$ cat src/rtl/zeroheti_clic_lite.sv
// Lightweight CLIC: per-source pending/enable/level state, registered max-level arbiter.
// Optional selective-hardware-vectoring storage is enabled by defining ZEROHETI_CLIC_SHV_EN.
module zeroheti_clic_lite #(
    parameter int NumIrqs = 32,
    localparam int IdW    = $clog2(NumIrqs)
) (
    input  logic               clk_i,
    input  logic               rst_i,
    input  logic [NumIrqs-1:0] intr_src_i,
    input  logic [7:0]         thresh_i,
    input  logic               cfg_req_i,
    input  logic               cfg_we_i,
    input  logic [IdW-1:0]     cfg_id_i,
    input  logic [31:0]        cfg_wdata_i,
    output logic [31:0]        cfg_rdata_o,
    output logic               cfg_rvalid_o,
    output logic               irq_o,
    output logic [IdW-1:0]     irq_id_o,
    output logic [7:0]         irq_level_o,
    output logic               irq_shv_o,
    output logic [1:0]         irq_priv_o,
    input  logic               irq_ack_i,
    input  logic [IdW-1:0]     irq_ack_id_i
);

    localparam logic [IdW:0] NumIrqsW = (IdW + 1)'(NumIrqs);

    logic [NumIrqs-1:0]      src_q, src_d;
    logic [NumIrqs-1:0]      src_prev_q, src_prev_d;
    logic [NumIrqs-1:0]      ip_q, ip_d;
    logic [NumIrqs-1:0]      ie_q, ie_d;
    logic [NumIrqs-1:0]      edge_q, edge_d;
    logic [NumIrqs-1:0][7:0] level_q, level_d;
    logic [NumIrqs-1:0]      shv_q, shv_d;

    logic                    irq_q, irq_d;
    logic [IdW-1:0]          irq_id_q, irq_id_d;
    logic [7:0]              irq_level_q, irq_level_d;
    logic                    irq_shv_q, irq_shv_d;
    logic [31:0]             rdata_q, rdata_d;
    logic                    rvalid_q, rvalid_d;

    logic [NumIrqs-1:0]      rise;
    logic [NumIrqs-1:0]      ip_eff;
    logic                    cfg_in_range;
    logic                    best_found;
    logic [7:0]              best_lvl;
    logic [IdW-1:0]          best_id;
    logic                    best_shv;
    logic                    unused_wdata;

    assign unused_wdata = ^{cfg_wdata_i[31:16], cfg_wdata_i[7:3]};

    assign cfg_in_range = ({1'b0, cfg_id_i} < NumIrqsW);
    assign rise         = src_q & ~src_prev_q;
    // Level-triggered sources follow the registered line directly.
    assign ip_eff       = (edge_q & ip_q) | (~edge_q & src_q);

    always_comb begin
        src_d      = intr_src_i;
        src_prev_d = src_q;
        ip_d       = ip_q;
        ie_d       = ie_q;
        edge_d     = edge_q;
        level_d    = level_q;
        shv_d      = shv_q;
        rdata_d    = '0;
        rvalid_d   = cfg_req_i;
        for (int i = 0; i < NumIrqs; i++) begin
            if (edge_q[i]) begin
                if (irq_ack_i && (irq_ack_id_i == IdW'(i))) begin
                    ip_d[i] = 1'b0;
                end
                if (rise[i]) begin
                    ip_d[i] = 1'b1;
                end
            end else begin
                ip_d[i] = 1'b0;
            end
            // Config access is applied last so a write overrides ack and edge updates.
            if (cfg_req_i && cfg_in_range && (cfg_id_i == IdW'(i))) begin
                if (cfg_we_i) begin
                    ie_d[i]    = cfg_wdata_i[0];
                    edge_d[i]  = cfg_wdata_i[2];
                    ip_d[i]    = cfg_wdata_i[2] & cfg_wdata_i[1];
                    level_d[i] = cfg_wdata_i[15:8];
`ifdef ZEROHETI_CLIC_SHV_EN
                    shv_d[i]   = cfg_wdata_i[3];
`else
                    shv_d[i]   = 1'b0;
`endif
                end else begin
                    rdata_d = {16'h0000, level_q[i], 4'h0, shv_q[i], edge_q[i], ip_eff[i], ie_q[i]};
                end
            end
        end
    end

    always_comb begin
        best_found = 1'b0;
        best_lvl   = 8'h00;
        best_id    = '0;
        best_shv   = 1'b0;
        // Ascending scan with >= hands ties to the highest ID.
        for (int i = 0; i < NumIrqs; i++) begin
            if (ie_q[i] && ip_eff[i] && (level_q[i] != 8'h00) && (level_q[i] > thresh_i)
                && (!best_found || (level_q[i] >= best_lvl))) begin
                best_found = 1'b1;
                best_lvl   = level_q[i];
                best_id    = IdW'(i);
                best_shv   = shv_q[i];
            end
        end
        irq_d       = best_found && !irq_ack_i;
        irq_id_d    = irq_d ? best_id : '0;
        irq_level_d = irq_d ? best_lvl : 8'h00;
        irq_shv_d   = irq_d & best_shv;
    end

    always_ff @(posedge clk_i) begin
        if (rst_i) begin
            src_q       <= '0;
            src_prev_q  <= '0;
            ip_q        <= '0;
            ie_q        <= '0;
            edge_q      <= '0;
            level_q     <= '0;
            shv_q       <= '0;
            irq_q       <= 1'b0;
            irq_id_q    <= '0;
            irq_level_q <= 8'h00;
            irq_shv_q   <= 1'b0;
            rdata_q     <= '0;
            rvalid_q    <= 1'b0;
        end else begin
            src_q       <= src_d;
            src_prev_q  <= src_prev_d;
            ip_q        <= ip_d;
            ie_q        <= ie_d;
            edge_q      <= edge_d;
            level_q     <= level_d;
            shv_q       <= shv_d;
            irq_q       <= irq_d;
            irq_id_q    <= irq_id_d;
            irq_level_q <= irq_level_d;
            irq_shv_q   <= irq_shv_d;
            rdata_q     <= rdata_d;
            rvalid_q    <= rvalid_d;
        end
    end

    assign cfg_rdata_o  = rdata_q;
    assign cfg_rvalid_o = rvalid_q;
    assign irq_o        = irq_q;
    assign irq_id_o     = irq_id_q;
    assign irq_level_o  = irq_level_q;
    assign irq_priv_o   = 2'b11;
`ifdef ZEROHETI_CLIC_SHV_EN
    assign irq_shv_o    = irq_shv_q;
`else
    assign irq_shv_o    = 1'b0;
`endif

endmodule

$ cat config.mk
export PLATFORM = sky130hd
export DESIGN_NAME = zeroheti_clic_lite
export DESIGN_NICKNAME = d
export VERILOG_FILES = /design/src/rtl/zeroheti_clic_lite.sv
export SDC_FILE = /design/constraint.sdc
export NUM_CORES = 2
export LEC_CHECK = 0
export CAP_MARGIN = 20
export CORE_MARGIN = 2
export CORE_UTILIZATION = 40
export CTS_CLUSTER_DIAMETER = 50
export DETAILED_ROUTE_END_ITERATION = 8
export HOLD_SLACK_MARGIN = 0.15
export PLACE_DENSITY_LB_ADDON = 0.08
export RECOVER_POWER = 25
export SKIP_LAST_GASP = 1
export SYNTH_ARGS = -nofsm -noshare
export SYNTH_HDL_FRONTEND = slang
export SYNTH_SLANG_ARGS = --single-unit
$ cat constraint.sdc
create_clock -name clk_i -period 123.6 [get_ports clk_i]
set_input_delay 24.72 -clock clk_i [delete_from_list [all_inputs] [get_ports clk_i]]
set_output_delay 24.72 -clock clk_i [all_outputs]
set_load 0.01 [all_outputs]
Word-level counts from Yosys, hierarchy flattened
Cells that the tools add are included.
{"block": "classes", "bitwise": 8, "reduce_logical": 322, "muxes": 319, "order_cmp": 63, "eq_ne": 62}
{"operator": "$mux 32", "count": 63}
{"operator": "$gt 8x8->1", "count": 32}
{"operator": "$mux 8", "count": 32}
{"operator": "$reduce_bool 8->1", "count": 32}
{"operator": "$ge 8x8->1", "count": 31}
{"operator": "$mux 1", "count": 193}
{"operator": "$logic_and 1x1->1", "count": 192}
{"operator": "$eq 5x5->1 const B", "count": 32}
{"operator": "$mux 5", "count": 30}
{"operator": "$and 32x32->32", "count": 3}
{"operator": "$eq 5x4->1 const B", "count": 16}
{"operator": "$not 32->32", "count": 2}
{"operator": "$reduce_and 2->1", "count": 32}
{"operator": "$eq 5x3->1 const B", "count": 8}
{"operator": "$logic_not 1->1", "count": 32}
{"operator": "$or 32x32->32", "count": 1}
{"operator": "$logic_or 1x1->1", "count": 31}
{"operator": "$eq 5x2->1 const B", "count": 4}
{"operator": "$mux 16", "count": 1}
{"operator": "$eq 5x1->1 const B", "count": 2}
{"operator": "$logic_not 5->1", "count": 2}
{"operator": "$reduce_or 2->1", "count": 1}
{"operator": "$and 1x1->1", "count": 1}
{"operator": "$not 1->1", "count": 1}
{"block": "word_totals", "input_bits": 87, "register_bits": 463, "elab_cells": 878, "out_inout_bits": 50}

Logic depth before layout (Yosys ltp)
{"block": "depth", "depth_word": 134, "ltp_mapped": 351, "mapped_depth_nobuf": 322}

Worst setup path before layout
Ideal clock, no wire load.
{"block": "synth_path", "kind": "in2reg", "from": "in thresh_i[6]", "to": "reg irq_level_q[0] (netlist: irq_level_o[0])", "setup_time_ps": 85, "stages": 340, "path_buffers": 30, "path_slack_ps": 40234, "arrival_ps": 83281, "required_time_ps": 123515, "path_cell_list": "inv_1 -> ha_1 -> nand4_1 -> o211ai_1 -> a21oi_2 -> and2_1 -> clkbuf_1 -> nand2_1 -> ha_1 -> o21a_1 -> o21ai_1 -> a221oi_1 -> a211oi_1 -> a31o_1 -> buf_4 -> mux2_2 -> ha_1 -> nand2b_1 -> [... 304 more ...] -> nor2_1 -> a21oi_1 -> ha_1 -> nand2b_1 -> a21oi_1 -> nor2b_1 -> o21ai_0 -> nand2b_1 -> a21oi_1 -> nor2b_1 -> o21ai_0 -> nand2b_1 -> a21oi_1 -> a21oi_1 -> clkbuf_1 -> inv_1 -> nand3_1 -> o221ai_1"}
{"block": "synth_between", "elab_chain_len": 130}
{"element": "start, declared", "line_no": "10", "text": "input logic [7:0] thresh_i,"}
{"element": "$gt 8x8->1", "line_no": "106", "text": "if (ie_q[i] && ip_eff[i] && (level_q[i] != 8'h00) && (level_q[i] > thresh_i)"}
{"element": "$logic_and 1x1->1", "line_no": "106"}
{"element": "$mux 8 or $mux 1 (tied branches)", "line_no": "106"}
{"element": "$ge 8x8->1 or $logic_not 1->1 (tied branches)", "line_no": "107", "text": "&& (!best_found || (level_q[i] >= best_lvl))) begin"}
{"element": "$logic_or 1x1->1", "line_no": "107"}
{"element": "$logic_and 1x1->1", "line_no": "107"}
{"element": "$mux 8 or $mux 1 (tied branches)", "line_no": "106"}
{"element": "$ge 8x8->1 or $logic_not 1->1 (tied branches)", "line_no": "107"}
{"element": "[... 114 more ...]"}
{"element": "$mux 8 or $mux 1 (tied branches)", "line_no": "106"}
{"element": "$ge 8x8->1 or $logic_not 1->1 (tied branches)", "line_no": "107"}
{"element": "$logic_or 1x1->1", "line_no": "107"}
{"element": "$logic_and 1x1->1", "line_no": "107"}
{"element": "$mux 1", "line_no": "106"}
{"element": "$logic_and 1x1->1", "line_no": "114", "text": "irq_d = best_found && !irq_ack_i;"}
{"element": "$not 1->1 (no line)"}
{"element": "$reduce_or 2->1 (no line)"}
{"element": "end signal, assigned", "line_no": "145", "text": "irq_level_q <= irq_level_d;"}
{"element": "end, declared", "line_no": "38", "text": "logic [7:0] irq_level_q, irq_level_d;"}
Parallel ways exist; a longest one is shown, timed or not.
A chain may end at the register's enable or synchronous reset.

Final worst setup path
{"block": "layout_path", "from": "in thresh_i[7]", "to": "reg irq_id_q[4] (netlist: irq_id_o[4])"}
{"block": "layout_between", "elab_chain_len": 130}
{"element": "$gt 8x8->1", "line_no": "106"}
{"element": "$logic_and 1x1->1", "line_no": "106"}
{"element": "$mux 8 or $mux 1 (tied branches)", "line_no": "106"}
{"element": "$ge 8x8->1 or $logic_not 1->1 (tied branches)", "line_no": "107"}
{"element": "$logic_or 1x1->1", "line_no": "107"}
{"element": "$logic_and 1x1->1", "line_no": "107"}
{"element": "$mux 8 or $mux 1 (tied branches)", "line_no": "106"}
{"element": "$ge 8x8->1 or $logic_not 1->1 (tied branches)", "line_no": "107"}
{"element": "[... 114 more ...]"}
{"element": "$mux 8 or $mux 1 (tied branches)", "line_no": "106"}
{"element": "$ge 8x8->1 or $logic_not 1->1 (tied branches)", "line_no": "107"}
{"element": "$logic_or 1x1->1", "line_no": "107"}
{"element": "$logic_and 1x1->1", "line_no": "107"}
{"element": "$mux 1", "line_no": "106"}
{"element": "$logic_and 1x1->1", "line_no": "114"}
{"element": "$not 1->1 (no line)"}
{"element": "$reduce_or 2->1 (no line)"}
{"element": "end signal, assigned", "line_no": "144", "text": "irq_id_q <= irq_id_d;"}
{"element": "end, declared", "line_no": "37", "text": "logic [IdW-1:0] irq_id_q, irq_id_d;"}
Parallel ways exist; a longest one is shown, timed or not.

==> out/results.tsv <==
metric	value	unit
status	complete, but fails checks	
violations	max-capacitance violations, max-slew violations	
achievable-frequency	10.9	MHz
track_usage	32.5	%
synth-seq-cells	442	
routabilityCongestion	0.974	
post_syn_area_per_cell	7.61	um2
synthCells	4597	
wirelength	150000	um
drive_gt1_share	7.13	%
cell_at_the_root_of_the_clock_tree	sky130_fd_sc_hd__clkbuf_16	
post_synth_num_cell_types	103	
post_cts.resized_instances	0	
critPathMaxFanout	30	
drv_slew	447	
report.final.hold_viol_count	0	
detailedRoute.firstIterationViolations	3570	
worstPathArrival	92.64	ns
wire_length_of_the_first_global_routing_pass	220000	um
worst_ep_required_time	124.11	ns
tritoncts	done	
primary_ff_master_synth	sky130_fd_sc_hd__dfxtp_1	
synth_top_area_share	25.3	%
ys_async_sr_fraction	0	%
edff_count_synth	0	
grt_antenna_before_repair	2	
syn-cell-area	35000	um2
slew_headroom	-495	%
final_nets	5185	
yosys_warnings	0	
power_density_of_the_placed_cells	9.58	nW/um2
crit_slowest_cell	sky130_fd_sc_hd__nor2_1	
finalSetupViolCount	0	
number_of_ports_placed_on_the_die_boundary	137	
placement_rows	108	
area_of_the_multi_input_gates	24400	um2
min_period_over_period	74.5	%
final_core_util	45.3	%
grt-ovfl-total	0	
cts_hold_repair.buffers	0	
dr.pass1.iters	8	
grt_start_max_net_pins	188	
fp.dieW	300	um
area_contributors_post_synth	sky130_fd_sc_hd__dfxtp_1 (25%), sky130_fd_sc_hd__ha_1 (17%), sky130_fd_sc_hd__nand2_1 (8.2%), sky130_fd_sc_hd__a21oi_1 (7.5%), sky130_fd_sc_hd__o21ai_0 (3.4%)	
die_height	300	um
cts_buf_count	70	
final.fill_count	8794	
final_antenna_net_count	0	
core_region_area	86800	um2
area_overhead_vs_synth	12.4	%
holdCritPathClass	reg -> reg	
dpl.hpwl	113000	um
buffer_ports.inserted	91	
rsz0062_at_grt	false	
routedWlPerCell	25.8	um
fin_setup_tns	0	ns
static-leakage-power	15.8	nW
clkTransAtPathRegs	0.06	ns
htree_num_levels	3	
clkSinkCount	442	
first_global_vias	32700	
initial_cell_density_of_the_core	40.3	%
cts-root-to-sink-buffers	3	
synth_sequential_area_ratio	25.3	%
num_vias	35200	
die_outline_area	89800	um2
timing.max_cap.violations	4	
netlist.top_cell.by_area	sky130_fd_sc_hd__dfxtp_1	
cpPeakStageDelay	0.79	ns
crit_path_time_final	92.12	ns
setup.worst_path.start_class	primary input	
timing_worst_slew_pin_value	8.93	ns
register_area	8850	um2
end_kind	flip-flop	
path_class	in -> reg	
cts_setup_buffers	0	
viasPerCell	6.03	
cpMostUsedCell	sky130_fd_sc_hd__a21oi_1	
timing.clock.skew	0.0150	ns
critPathBufInv	22	
clk_latency	0.63	ns
critical_path_s_top_delay_family	compound AO/OA/AOI/OAI gates	
route.detailed.drc	0	
ir_worst_vdd	0.00941	mV
==> power breakdown <==
| part | total [mW] | switching (mW) | internal (mW) | leakage, nW |
|---|---|---|---|---|
| combinational | 0.0283 | 0.0203 | 0.00797 | 11.0 |
| sequential | 0.146 | 0.00161 | 0.144 | 3.57 |
| clock | 0.203 | 0.0806 | 0.122 | 1.15 |
| total | 0.377 | 0.103 | 0.274 | 15.8 |
==> worst reg2reg max path: cells and delay by family, from the launching register on <==
kind,cells,cell delay (ns)
AOI/OAI and AO/OA,161,36.32
buffers and inverters,20,2.87
adders and majority gates,32,8.74
and+or+nand+nor,86,13.13
muxes,15,5.80
DFF,1,0.50
==> synthesized netlist by cell type (8+ instances only) <==
library cell                 n
sky130_fd_sc_hd__o221ai_1   13
sky130_fd_sc_hd__o31a_1     13
sky130_fd_sc_hd__a22o_1     29
sky130_fd_sc_hd__mux2i_1   109
sky130_fd_sc_hd__o21ai_1    16
sky130_fd_sc_hd__clkbuf_1  203
sky130_fd_sc_hd__buf_4      25
sky130_fd_sc_hd__nor2b_1   110
sky130_fd_sc_hd__a211oi_1   33
sky130_fd_sc_hd__nand3_1   119
sky130_fd_sc_hd__a21o_1    107
sky130_fd_sc_hd__a31oi_1    31
sky130_fd_sc_hd__o21ai_0   237
sky130_fd_sc_hd__a21oi_1   526
sky130_fd_sc_hd__nor3_1     59
sky130_fd_sc_hd__a221oi_1   23
sky130_fd_sc_hd__dfxtp_1   442
sky130_fd_sc_hd__inv_1     231
sky130_fd_sc_hd__nand4_1    73
sky130_fd_sc_hd__and4_1     12
sky130_fd_sc_hd__o21a_1     44
sky130_fd_sc_hd__a21boi_0    8
sky130_fd_sc_hd__a22oi_1    64
sky130_fd_sc_hd__nor2_1    291
sky130_fd_sc_hd__ha_1      482
sky130_fd_sc_hd__mux2_2     45
sky130_fd_sc_hd__a221o_1    12
sky130_fd_sc_hd__o31ai_1    24
sky130_fd_sc_hd__or2_2      22
sky130_fd_sc_hd__a311oi_1    9
sky130_fd_sc_hd__buf_1       9
sky130_fd_sc_hd__or3_1       9
sky130_fd_sc_hd__nor4_1     73
sky130_fd_sc_hd__nand2_1   767
sky130_fd_sc_hd__and3_1     14
sky130_fd_sc_hd__a222oi_1   26
sky130_fd_sc_hd__o211ai_1   24
sky130_fd_sc_hd__o21bai_1    9
sky130_fd_sc_hd__and2_1     19
sky130_fd_sc_hd__nand2b_1   88
==> cell type report <==
| class | instances | area share, % |
|---|---|---|
| well taps | 1155 | 3.68 |
| inverters | 231 | 2.21 |
| flip-flops and latches | 442 | 22.5 |
| repair buffers | 167 | 3.58 |
| diodes | 1 | 0.00636 |
| multi-input cells | 3704 | 62.0 |
| clock inverters | 45 | 1.32 |
| clock buffers | 84 | 4.72 |
==> final timing paths <==
kind	end	from	slack [ns]	depth (start not counted)
hold / removal	src_prev_q[1]	src_prev_d[1]	0.45	2
setup reg to reg	irq_id_o[4]	level_q[6]	56.19	314
hold reg to reg	src_prev_q[1]	src_prev_d[1]	0.45	2
setup / recovery	irq_id_o[4]	thresh_i[7]	31.48	316
==> per-layer routing <==
layer | part of all wire (%) | up-vias | wire length, um | track usage (%)
met5 | 0.0073 | - | 11 | 0
met3 | 6.7 | 366 | 9990 | 4.05
met2 | 45 | 1398 | 67700 | 52.8
li1 | - | 16600 | - | -
met1 | 44 | 16800 | 65400 | 43.7
met4 | 4.7 | 2 | 7010 | 13.2
==> metrics by stage <==
step           total power, mW  setup WS (ns)  instances  instance area (um2)  hold slack, ns
2_1_floorplan            0.163          40.23       4619                35100           0.421
3_3_place_gp             0.176          31.49       5694                36900           0.445
3_5_place_dp             0.176          31.24       5697                37000           0.446
4_1_cts                  0.378          31.65       5826                39300           0.454
5_1_grt                  0.386          25.39       5828                39300           0.488
6_report                 0.377          31.48       5829                39300           0.451
==> logic make-up (layout without fill, tap and decap cells) <==
kind of cell    after synthesis  in the layout  synth area share [%]
fa+ha+maj                   485            485                  17.3
other cells                   2             25                0.0215
simple gates               1680           1680                  22.1
flops                       442            442                  25.3
compound gates             1349           1349                  24.9
mux                         166            166                  5.06
buf+inv                     473            527                  5.36
==> registers in the layout, summed over array words and instances, names as in the netlist, 8 cells and up <==
signal	flops
ip_q	32
src_prev_q	32
cfg_rdata_o	11
edge_q	32
src_prev_d	32
level_q	256
irq_level_o	8
ie_q	32
==> layout by cell type, fill, tap and decap left out, types with 45 or more instances in the layout <==
master / count
sky130_fd_sc_hd__nor3_1: 55
sky130_fd_sc_hd__a22oi_1: 64
sky130_fd_sc_hd__nor2_1: 291
sky130_fd_sc_hd__ha_1: 482
sky130_fd_sc_hd__dfxtp_1: 442
sky130_fd_sc_hd__clkdlybuf4s50_1: 52
sky130_fd_sc_hd__nand2_1: 767
sky130_fd_sc_hd__nand3_1: 119
sky130_fd_sc_hd__nand2b_1: 88
sky130_fd_sc_hd__inv_1: 224
sky130_fd_sc_hd__mux2_2: 45
sky130_fd_sc_hd__clkbuf_16: 70
sky130_fd_sc_hd__nor4_1: 73
sky130_fd_sc_hd__nand4_1: 73
sky130_fd_sc_hd__mux2i_1: 109
sky130_fd_sc_hd__buf_4: 70
sky130_fd_sc_hd__a21oi_1: 526
sky130_fd_sc_hd__a21o_1: 107
sky130_fd_sc_hd__nor2b_1: 110
sky130_fd_sc_hd__o21ai_0: 237
No activity file was read; power rests on OpenSTA's default activity.
